## config.mk

```make
export PLATFORM = sky130hd
export DESIGN_NAME = mem_wb_stage_pipe
export DESIGN_NICKNAME = d
export VERILOG_FILES = /design/src/rtl/mem_wb_stage_pipe.sv
export SDC_FILE = /design/constraint.sdc
export NUM_CORES = 1
export LEC_CHECK = 0
export ABC_AREA = 1
export ABC_CLOCK_PERIOD_IN_PS = 4800
export BUFFER_PORTS_ARGS = -buffer_cell sky130_fd_sc_hd__buf_2
export CORE_ASPECT_RATIO = 1.4
export CORE_MARGIN = 8
export CORE_UTILIZATION = 35
export DETAILED_ROUTE_END_ITERATION = 8
export GPL_TIMING_DRIVEN = 0
export PLACE_DENSITY_LB_ADDON = 0.25
export SLEW_MARGIN = 20
export SYNTH_ARGS = -nofsm -noshare
export SYNTH_HDL_FRONTEND = slang
export SYNTH_SLANG_ARGS = --single-unit
```

## constraint.sdc

```tcl
create_clock -name clk_i -period 4.8 [get_ports clk_i]
set_input_delay 0.24 -clock clk_i [delete_from_list [all_inputs] [get_ports clk_i]]
set_output_delay 0.24 -clock clk_i [all_outputs]
set_load 0.01 [all_outputs]
```

## src/rtl/mem_wb_stage_pipe.sv

```systemverilog
// MEM/WB pipeline register: load-lane extraction, stall/flush control, x0 write
// suppression, committed-write history with two bypass read ports, retired counter.
module mem_wb_stage_pipe #(
    parameter int XLEN       = 32,
    parameter int RA_W       = 5,
    parameter int HIST_DEPTH = 2,
    parameter int CNT_W      = 32
) (
    input  logic              clk_i,
    input  logic              rst_n_i,
    input  logic              stall_i,
    input  logic              flush_i,
    input  logic              valid_i,
    input  logic              reg_write_i,
    input  logic              mem_to_reg_i,
    input  logic [2:0]        funct3_i,
    input  logic [XLEN-1:0]   addr_data_i,
    input  logic [XLEN-1:0]   mem_data_i,
    input  logic [RA_W-1:0]   rd_i,
    input  logic [RA_W-1:0]   rs1_addr_i,
    input  logic [RA_W-1:0]   rs2_addr_i,
    output logic              valid_o,
    output logic              reg_write_o,
    output logic [RA_W-1:0]   reg_RDaddr_o,
    output logic [XLEN-1:0]   reg_RDdata_o,
    output logic [RA_W-1:0]   forwarding_rd_o,
    output logic              byp1_hit_o,
    output logic [XLEN-1:0]   byp1_data_o,
    output logic              byp2_hit_o,
    output logic [XLEN-1:0]   byp2_data_o,
    output logic [CNT_W-1:0]  retired_cnt_o
);

    localparam int LANE_W = $clog2(XLEN / 8);

    // ------------------------------------------------------------------
    // Load data extraction
    // ------------------------------------------------------------------
    logic [LANE_W-1:0] lane;
    logic [LANE_W-1:0] half_lane;
    logic [LANE_W-1:0] word_lane;
    logic [7:0]        byte_v;
    logic [15:0]       half_v;
    logic [31:0]       word_v;
    logic [XLEN-1:0]   load_data;
    logic [XLEN-1:0]   sel_data;

    always_comb begin
        lane      = addr_data_i[LANE_W-1:0];
        half_lane = lane & ~LANE_W'(1);
        word_lane = lane & ~LANE_W'(3);
        byte_v    = 8'(mem_data_i >> {lane, 3'b000});
        half_v    = 16'(mem_data_i >> {half_lane, 3'b000});
        word_v    = 32'(mem_data_i >> {word_lane, 3'b000});
        case (funct3_i)
            3'b000:  load_data = XLEN'($signed(byte_v));
            3'b100:  load_data = XLEN'(byte_v);
            3'b001:  load_data = XLEN'($signed(half_v));
            3'b101:  load_data = XLEN'(half_v);
            3'b010:  load_data = XLEN'($signed(word_v));
            // On a 32-bit datapath LWU degenerates to LW (no bits to extend).
            3'b110:  load_data = (XLEN == 64) ? XLEN'(word_v) : XLEN'($signed(word_v));
            default: load_data = mem_data_i;
        endcase
        sel_data = mem_to_reg_i ? load_data : addr_data_i;
    end

    // ------------------------------------------------------------------
    // WB register next state
    // ------------------------------------------------------------------
    logic              valid_q, valid_d;
    logic              we_q, we_d;
    logic [RA_W-1:0]   rd_q, rd_d;
    logic [XLEN-1:0]   data_q, data_d;
    logic [CNT_W-1:0]  cnt_q, cnt_d;
    logic              advance;
    logic              hist_shift;

    logic              hist_valid_q [HIST_DEPTH];
    logic [RA_W-1:0]   hist_rd_q    [HIST_DEPTH];
    logic [XLEN-1:0]   hist_data_q  [HIST_DEPTH];

    // The current WB instruction leaves the stage on any flush or non-stalled edge.
    assign advance    = flush_i | ~stall_i;
    assign hist_shift = advance & we_q;

    always_comb begin
        valid_d = valid_q;
        we_d    = we_q;
        rd_d    = rd_q;
        data_d  = data_q;
        cnt_d   = cnt_q + CNT_W'(valid_q & advance);
        if (flush_i) begin
            valid_d = 1'b0;
            we_d    = 1'b0;
            rd_d    = '0;
        end else if (!stall_i) begin
            valid_d = valid_i;
            we_d    = valid_i & reg_write_i & (rd_i != '0);
            rd_d    = rd_i;
            data_d  = sel_data;
        end
    end

    always_ff @(posedge clk_i or negedge rst_n_i) begin
        if (!rst_n_i) begin
            valid_q <= 1'b0;
            we_q    <= 1'b0;
            rd_q    <= '0;
            data_q  <= '0;
            cnt_q   <= '0;
            for (int i = 0; i < HIST_DEPTH; i++) begin
                hist_valid_q[i] <= 1'b0;
                hist_rd_q[i]    <= '0;
                hist_data_q[i]  <= '0;
            end
        end else begin
            valid_q <= valid_d;
            we_q    <= we_d;
            rd_q    <= rd_d;
            data_q  <= data_d;
            cnt_q   <= cnt_d;
            if (hist_shift) begin
                hist_valid_q[0] <= 1'b1;
                hist_rd_q[0]    <= rd_q;
                hist_data_q[0]  <= data_q;
                for (int i = 1; i < HIST_DEPTH; i++) begin
                    hist_valid_q[i] <= hist_valid_q[i-1];
                    hist_rd_q[i]    <= hist_rd_q[i-1];
                    hist_data_q[i]  <= hist_data_q[i-1];
                end
            end
        end
    end

    // ------------------------------------------------------------------
    // Bypass lookup: WB register first, then youngest history entry onward
    // ------------------------------------------------------------------
    logic [RA_W-1:0] rs_addr  [2];
    logic            byp_hit  [2];
    logic [XLEN-1:0] byp_data [2];

    assign rs_addr[0] = rs1_addr_i;
    assign rs_addr[1] = rs2_addr_i;

    always_comb begin
        for (int p = 0; p < 2; p++) begin
            byp_hit[p]  = 1'b0;
            byp_data[p] = '0;
            if (rs_addr[p] != '0) begin
                if (we_q && (rd_q == rs_addr[p])) begin
                    byp_hit[p]  = 1'b1;
                    byp_data[p] = data_q;
                end else begin
                    for (int i = 0; i < HIST_DEPTH; i++) begin
                        if (!byp_hit[p] && hist_valid_q[i] && (hist_rd_q[i] == rs_addr[p])) begin
                            byp_hit[p]  = 1'b1;
                            byp_data[p] = hist_data_q[i];
                        end
                    end
                end
            end
        end
    end

    assign valid_o         = valid_q;
    assign reg_write_o     = we_q;
    assign reg_RDaddr_o    = rd_q;
    assign reg_RDdata_o    = data_q;
    assign forwarding_rd_o = rd_q;
    assign retired_cnt_o   = cnt_q;
    assign byp1_hit_o      = byp_hit[0];
    assign byp1_data_o     = byp_data[0];
    assign byp2_hit_o      = byp_hit[1];
    assign byp2_data_o     = byp_data[1];

endmodule

```

* Yosys cells after proc, flatten, opt, wreduce, memory -nomap -nowiden *
Index checks and enable logic that the tools add are counted.

storage, ports and cells
  bits in registers = 147
  input bits = 89
  output and inout bits = 142
  word-level logic and storage cells = 74

operators by class
  add/subtract/negate cells = 1
  eq/ne operators = 10
  shifts and indexed selects = 2
  mux-type cells = 28
  bitwise logic cells = 7
  reduce and logical (&&, ||, !) cells = 15

operators by type and width
  cell                                                                     number
  32-bit 2-to-1 mux                                                        9
  32-bit one-hot mux with 4 select lines                                   1
  32-bit by 1-bit adder with 32-bit output                                 1
  32-bit by 5-bit >> shifter with 16-bit output                            1
  32-bit by 5-bit >> shifter with 8-bit output                             1
  5-bit equality test                                                      6
  1-bit 2-to-1 mux                                                         16
  5-bit nonzero test                                                       3
  5-bit 2-to-1 mux                                                         2
  1-bit logical AND                                                        8
  3-bit equality test, second input constant                               2
  1-bit bitwise AND                                                        4
  3-bit by 1-bit equality test with 1-bit output, second input constant    1
  3-bit zero test                                                          1
  1-bit zero test                                                          2
  2-bit by 1-bit inequality test with 1-bit output, second input constant  1
  1-bit NOT                                                                2
  2-bit AND reduction                                                      1
  1-bit OR                                                                 1

* Longest topological paths before layout *
  depth after elaboration = 11
  mapped depth = 13
  gate-level depth less buffers = 13

* Worst setup path after synthesis *
OpenSTA, ideal clock, no wires.

  path type = register to register
  from = reg valid_q, in the netlist valid_o
  to = reg cnt_q[22], in the netlist retired_cnt_o[22]
  arrival = 1.770 ns
  data required time = 4.678 ns
  setup slack = 2.908 ns
  cell stages (with the launch flop) = 13
  period minus slack after synthesis = 1.892 ns
  cells stage by stage = dfrtp_1 -> inv_1 -> nor2_1 -> ha_1 -> ha_1 -> nand2_1 -> nor2_2 -> nand2_1 -> nor2_4 -> nand2_1 -> nor2_2 -> nand2_1 -> xor2_1

between the ends
  cells in the longest elaborated chain, start to end = 2

ends and longest elaborated chain
  item                                      RTL line  source
  start, declared                           71        logic valid_q, valid_d;
  start signal, assigned                    118       valid_q <= valid_d;
  1-bit bitwise AND                         92        cnt_d = cnt_q + CNT_W'(valid_q & advance);
  32-bit by 1-bit adder with 32-bit output  92
  via cnt_d[22]                             75        logic [CNT_W-1:0] cnt_q, cnt_d;
  end signal, assigned                      122       cnt_q <= cnt_d;
  end, declared                             75

The timed path passes the listed nets, and every way through them passes these cells.
A chain may end at the register's enable or synchronous reset.

* Final worst setup path *
  from = reg rd_q[4], in the netlist forwarding_rd_o[4]
  to = out byp2_data_o[20]

between the ends
  cells in the longest elaborated chain, start to end = 4

ends and longest elaborated chain
  item                    RTL line  source
  start, declared         73        logic [RA_W-1:0] rd_q, rd_d;
  start signal, assigned  120       rd_q <= rd_d;
  5-bit equality test     151       if (we_q && (rd_q == rs_addr[p])) begin
  1-bit logical AND       151
  32-bit 2-to-1 mux       151
  32-bit 2-to-1 mux       150       if (rs_addr[p] != '0) begin
  end, declared           30        output logic [XLEN-1:0] byp2_data_o,

No other way between the ends.

==> impl_summary.log <==
INFO  metric run_status = finished, final reports clean
INFO  metric seq_area_frac_synth = around two fifths
INFO  metric worst_setup_path_start_kind = flop
INFO  metric worst_case_hold_slack = roughly 32 ps
INFO  metric io_pins = roughly 230
INFO  metric netlist_top_cells_area = sky130_fd_sc_hd__dfrtp_1 39%, sky130_fd_sc_hd__nand2_1 16%, sky130_fd_sc_hd__nor2_1 9.8%
INFO  metric grt_ovf = 0
INFO  metric fin_worst_skew = between 7 and 8 ps
INFO  metric cts.htree.levels = 4
INFO  metric antennaDiodeCount = 0
INFO  metric groute.usage.overall = a little under a quarter
INFO  metric detailed_place_hpwl = 29000 µm
INFO  metric yosys.area.top_type = sky130_fd_sc_hd__dfrtp_1
INFO  metric first_pass_iters = 5
INFO  metric antenna_found_initial = 0
INFO  metric reported_leakage_power = around 6.2 nW
INFO  metric cts_sinks = around 150
INFO  metric fmax = 349 MHz
INFO  metric worst_setup_path_end_kind = primary output
INFO  metric slew_hr = between 40% and 50%
INFO  metric synth_top_area_share = between 30% and 40%
INFO  metric max_cap_violations = 0
INFO  metric grt_first_pass_wirelength = ~60000 µm
INFO  metric placed_cell_count = approximately 2000
INFO  metric dr_wl_cell = about 19 µm
INFO  metric port_buffers = between 200 and 250
INFO  metric drtIter0Drc = between 600 and 700
INFO  metric die_width = about 150 µm
INFO  metric final-setup-viol-count = 0
INFO  metric post-route-drc-count = 0
INFO  metric final_cells = between 2000 and 2500
INFO  metric synth_warnings = 0
INFO  metric fin_tns_setup = 0 ps
INFO  metric final_period_minus_worst_setup_slack = between 2000 and 3000 ps
INFO  metric antenna_left = 0
INFO  metric largest_driver_fanout_on_the_critical_path = 10
INFO  metric placeableCoreArea = 26600 µm²
INFO  metric clock_pin_slew_reported_for_the_worst_setup_and_hold_paths_after_clock_tree_synthesis = 60 ps
INFO  metric final_hold_viol_count = 0
INFO  metric grt_setup_unrepaired = no
INFO  metric routed-via-count = just over 10000
INFO  metric p_per_area = between 300 and 400 nW/µm²
INFO  metric grt_max_degree = 90
INFO  metric worst_hold_path_class = in -> reg
INFO  metric slew_at_the_pin_with_the_worst_max_slew_slack = ~800 ps
INFO  metric num_rows = 71
INFO  metric ys_types = 28
INFO  metric floorplan.initialDensity = around a third
INFO  metric kind_of_critical_path = reg -> out
INFO  metric fp.dieArea = about 32000 µm²
INFO  metric max-clock-path-buffers = 2
INFO  metric final_layout_size_suffix_gt1_share = ~20%
INFO  metric cts.root.buffer_cell = sky130_fd_sc_hd__clkbuf_16
INFO  metric post-route-period-util = around three fifths
INFO  metric vias_in_the_first_global_route = slightly above 10000
INFO  metric netlist_area = roughly 9400 µm²
INFO  metric critical_path_arrival = around 2600 ps
INFO  metric post_synth.cell_area_avg = about 6.6 µm²
INFO  metric post_synth_inst_count = 1423
INFO  metric cp_data_required_time = approximately 4600 ps
INFO  metric ir_worst_vdd = ~0.27 mV
INFO  metric postSynthRegisterBits = 147
INFO  metric fin_nets = between 1500 and 2000
INFO  metric routed_wl = ~38000 µm
INFO  metric cts_tree = yes
INFO  metric drv_slew = 0
INFO  metric area_overhead_of_the_layout_relative_to_synthesis = 23.2%
INFO  metric finalWeightedCongestion = 0.936
INFO  metric drt-vias-per-instance = 5.06
INFO  metric power.total = roughly 3.9 mW
INFO  metric cts_made_buffers = 17
INFO  metric die_y = 209 µm
INFO  metric clock_insertion_delay_at_the_later_pin_of_the_skew_report = roughly 440 ps
INFO  metric synth.net_count = between 1500 and 2000
[final cells by class]
type,instances,area (µm²)
Fill cell,2833,15000
Multi-Input combinational cell,1053,4690
Clock buffer,21,460
Sequential cell,147,3680
Inverter,140,526
Clock inverter,10,109
Tap cell,328,410
Timing Repair Buffer,230,1190
Buffer,83,459
[stage by stage]
stage	worst slack, ps	area (µm²)	utilization [%]
2_1_floorplan	2910	9350	-
3_3_place_gp	1080	10900	41.1
3_5_place_dp	2480	10900	41.2
4_1_cts	2000	11500	43.4
5_1_grt	1830	11500	43.4
6_report	1940	11500	43.4
[state kept, by name, summed over array words and instances, names as in the netlist]
name             cells
reg_RDdata_o        32
hist_data_q         64
hist_rd_q           10
retired_cnt_o       32
forwarding_rd_o      5
hist_valid_q         2
valid_o              1
reg_write_o          1
[Yosys cell counts (all sizes together)]
cell	count
o211ai	6
xor2	21
nor3	21
ha	2
nand3b	4
a22oi	3
xnor2	6
buf	53
o22ai	5
and3	1
dfrtp	147
or2	1
nand2	394
o21ai	113
nand4	7
nor2	250
inv	140
a21oi	123
clkbuf	30
nand3	96
[path summary, 6_finish.rpt]
check,start,endpoint,slack (ps),cells past startpoint
max reg2reg,valid_o,retired_cnt_o[22],2660,12
max in group asynchronous,rst_n_i,hist_data_q[42],3580,3
max,forwarding_rd_o[4],byp2_data_o[20],1940,10
min reg2reg,retired_cnt_o[31],retired_cnt_o[31],470,1
min,valid_i,valid_o,30,3
min in group asynchronous,rst_n_i,retired_cnt_o[8],420,2
[metal layers]
metal	track usage, %	vias to the layer above	wire (µm)
li1	-	4986	-
met1	27.0	4750	15100
met2	41.0	364	19000
met3	4.67	75	2220
met4	10.4	0	1410
met5	0	-	0
[power by group]
group          switching [mW]  internal [mW]
clock                   0.551          0.786
sequential              0.187           1.49
combinational           0.563          0.297
[placed cells by master (no fill, tap or decap), types with 2 or more instances in the layout]
cell type,synthesis,routed
sky130_fd_sc_hd__nor2_1,245,245
sky130_fd_sc_hd__nand4_1,7,7
sky130_fd_sc_hd__nand2_1,394,394
sky130_fd_sc_hd__bufinv_16,0,2
sky130_fd_sc_hd__clkinvlp_4,0,2
sky130_fd_sc_hd__inv_2,9,9
sky130_fd_sc_hd__a22oi_1,3,3
sky130_fd_sc_hd__a21oi_1,112,112
sky130_fd_sc_hd__nor2_2,4,4
sky130_fd_sc_hd__o22ai_1,5,5
sky130_fd_sc_hd__a21oi_2,11,11
sky130_fd_sc_hd__nor3_1,21,21
sky130_fd_sc_hd__buf_2,25,252
sky130_fd_sc_hd__dfrtp_1,147,147
sky130_fd_sc_hd__clkbuf_8,0,2
sky130_fd_sc_hd__buf_4,23,23
sky130_fd_sc_hd__nand3b_1,4,4
sky130_fd_sc_hd__nand3_1,96,96
sky130_fd_sc_hd__ha_1,2,2
sky130_fd_sc_hd__buf_6,4,4
sky130_fd_sc_hd__clkbuf_1,30,32
sky130_fd_sc_hd__inv_1,131,131
sky130_fd_sc_hd__o211ai_1,6,6
sky130_fd_sc_hd__xnor2_1,6,6
sky130_fd_sc_hd__o21ai_0,108,108
sky130_fd_sc_hd__xor2_1,21,21
sky130_fd_sc_hd__clkinv_2,0,5
sky130_fd_sc_hd__o21ai_1,5,5
sky130_fd_sc_hd__clkbuf_16,0,17
[kinds of logic (layout without fill, tap and decap cells)]
logic type               count (synthesis)  count (layout)  share of synthesized area [%]
AND/OR/NAND/NOR                        774             774                           33.2
flip-flops                             147             147                           39.3
buffers and inverters                  223             484                           10.5
adder cells (fa/ha/maj)                  2               2                          0.268
XOR/XNOR                                27              27                           2.53
AO/OA/AOI/OAI                          250             250                           14.1
[worst max-delay path, stage by stage (launching register included)]
cell and delay, ps:
sky130_fd_sc_hd__dfrtp_1 440, sky130_fd_sc_hd__inv_1 200, sky130_fd_sc_hd__nor2_1 60, sky130_fd_sc_hd__nor2_1 100, sky130_fd_sc_hd__nand3b_1 80, sky130_fd_sc_hd__nor2_1 250, sky130_fd_sc_hd__buf_4 250, sky130_fd_sc_hd__buf_4 220
sky130_fd_sc_hd__nor2_1 60, sky130_fd_sc_hd__a21oi_1 300, sky130_fd_sc_hd__buf_2 210
[timing repair]
action                    in CTS  in global routing
resized for setup              0                  0
hold buffers                   1                  0
hold endpoints to repair      88                  0
buffers inserted               0                  0
(Power assumes the default switching activity.)
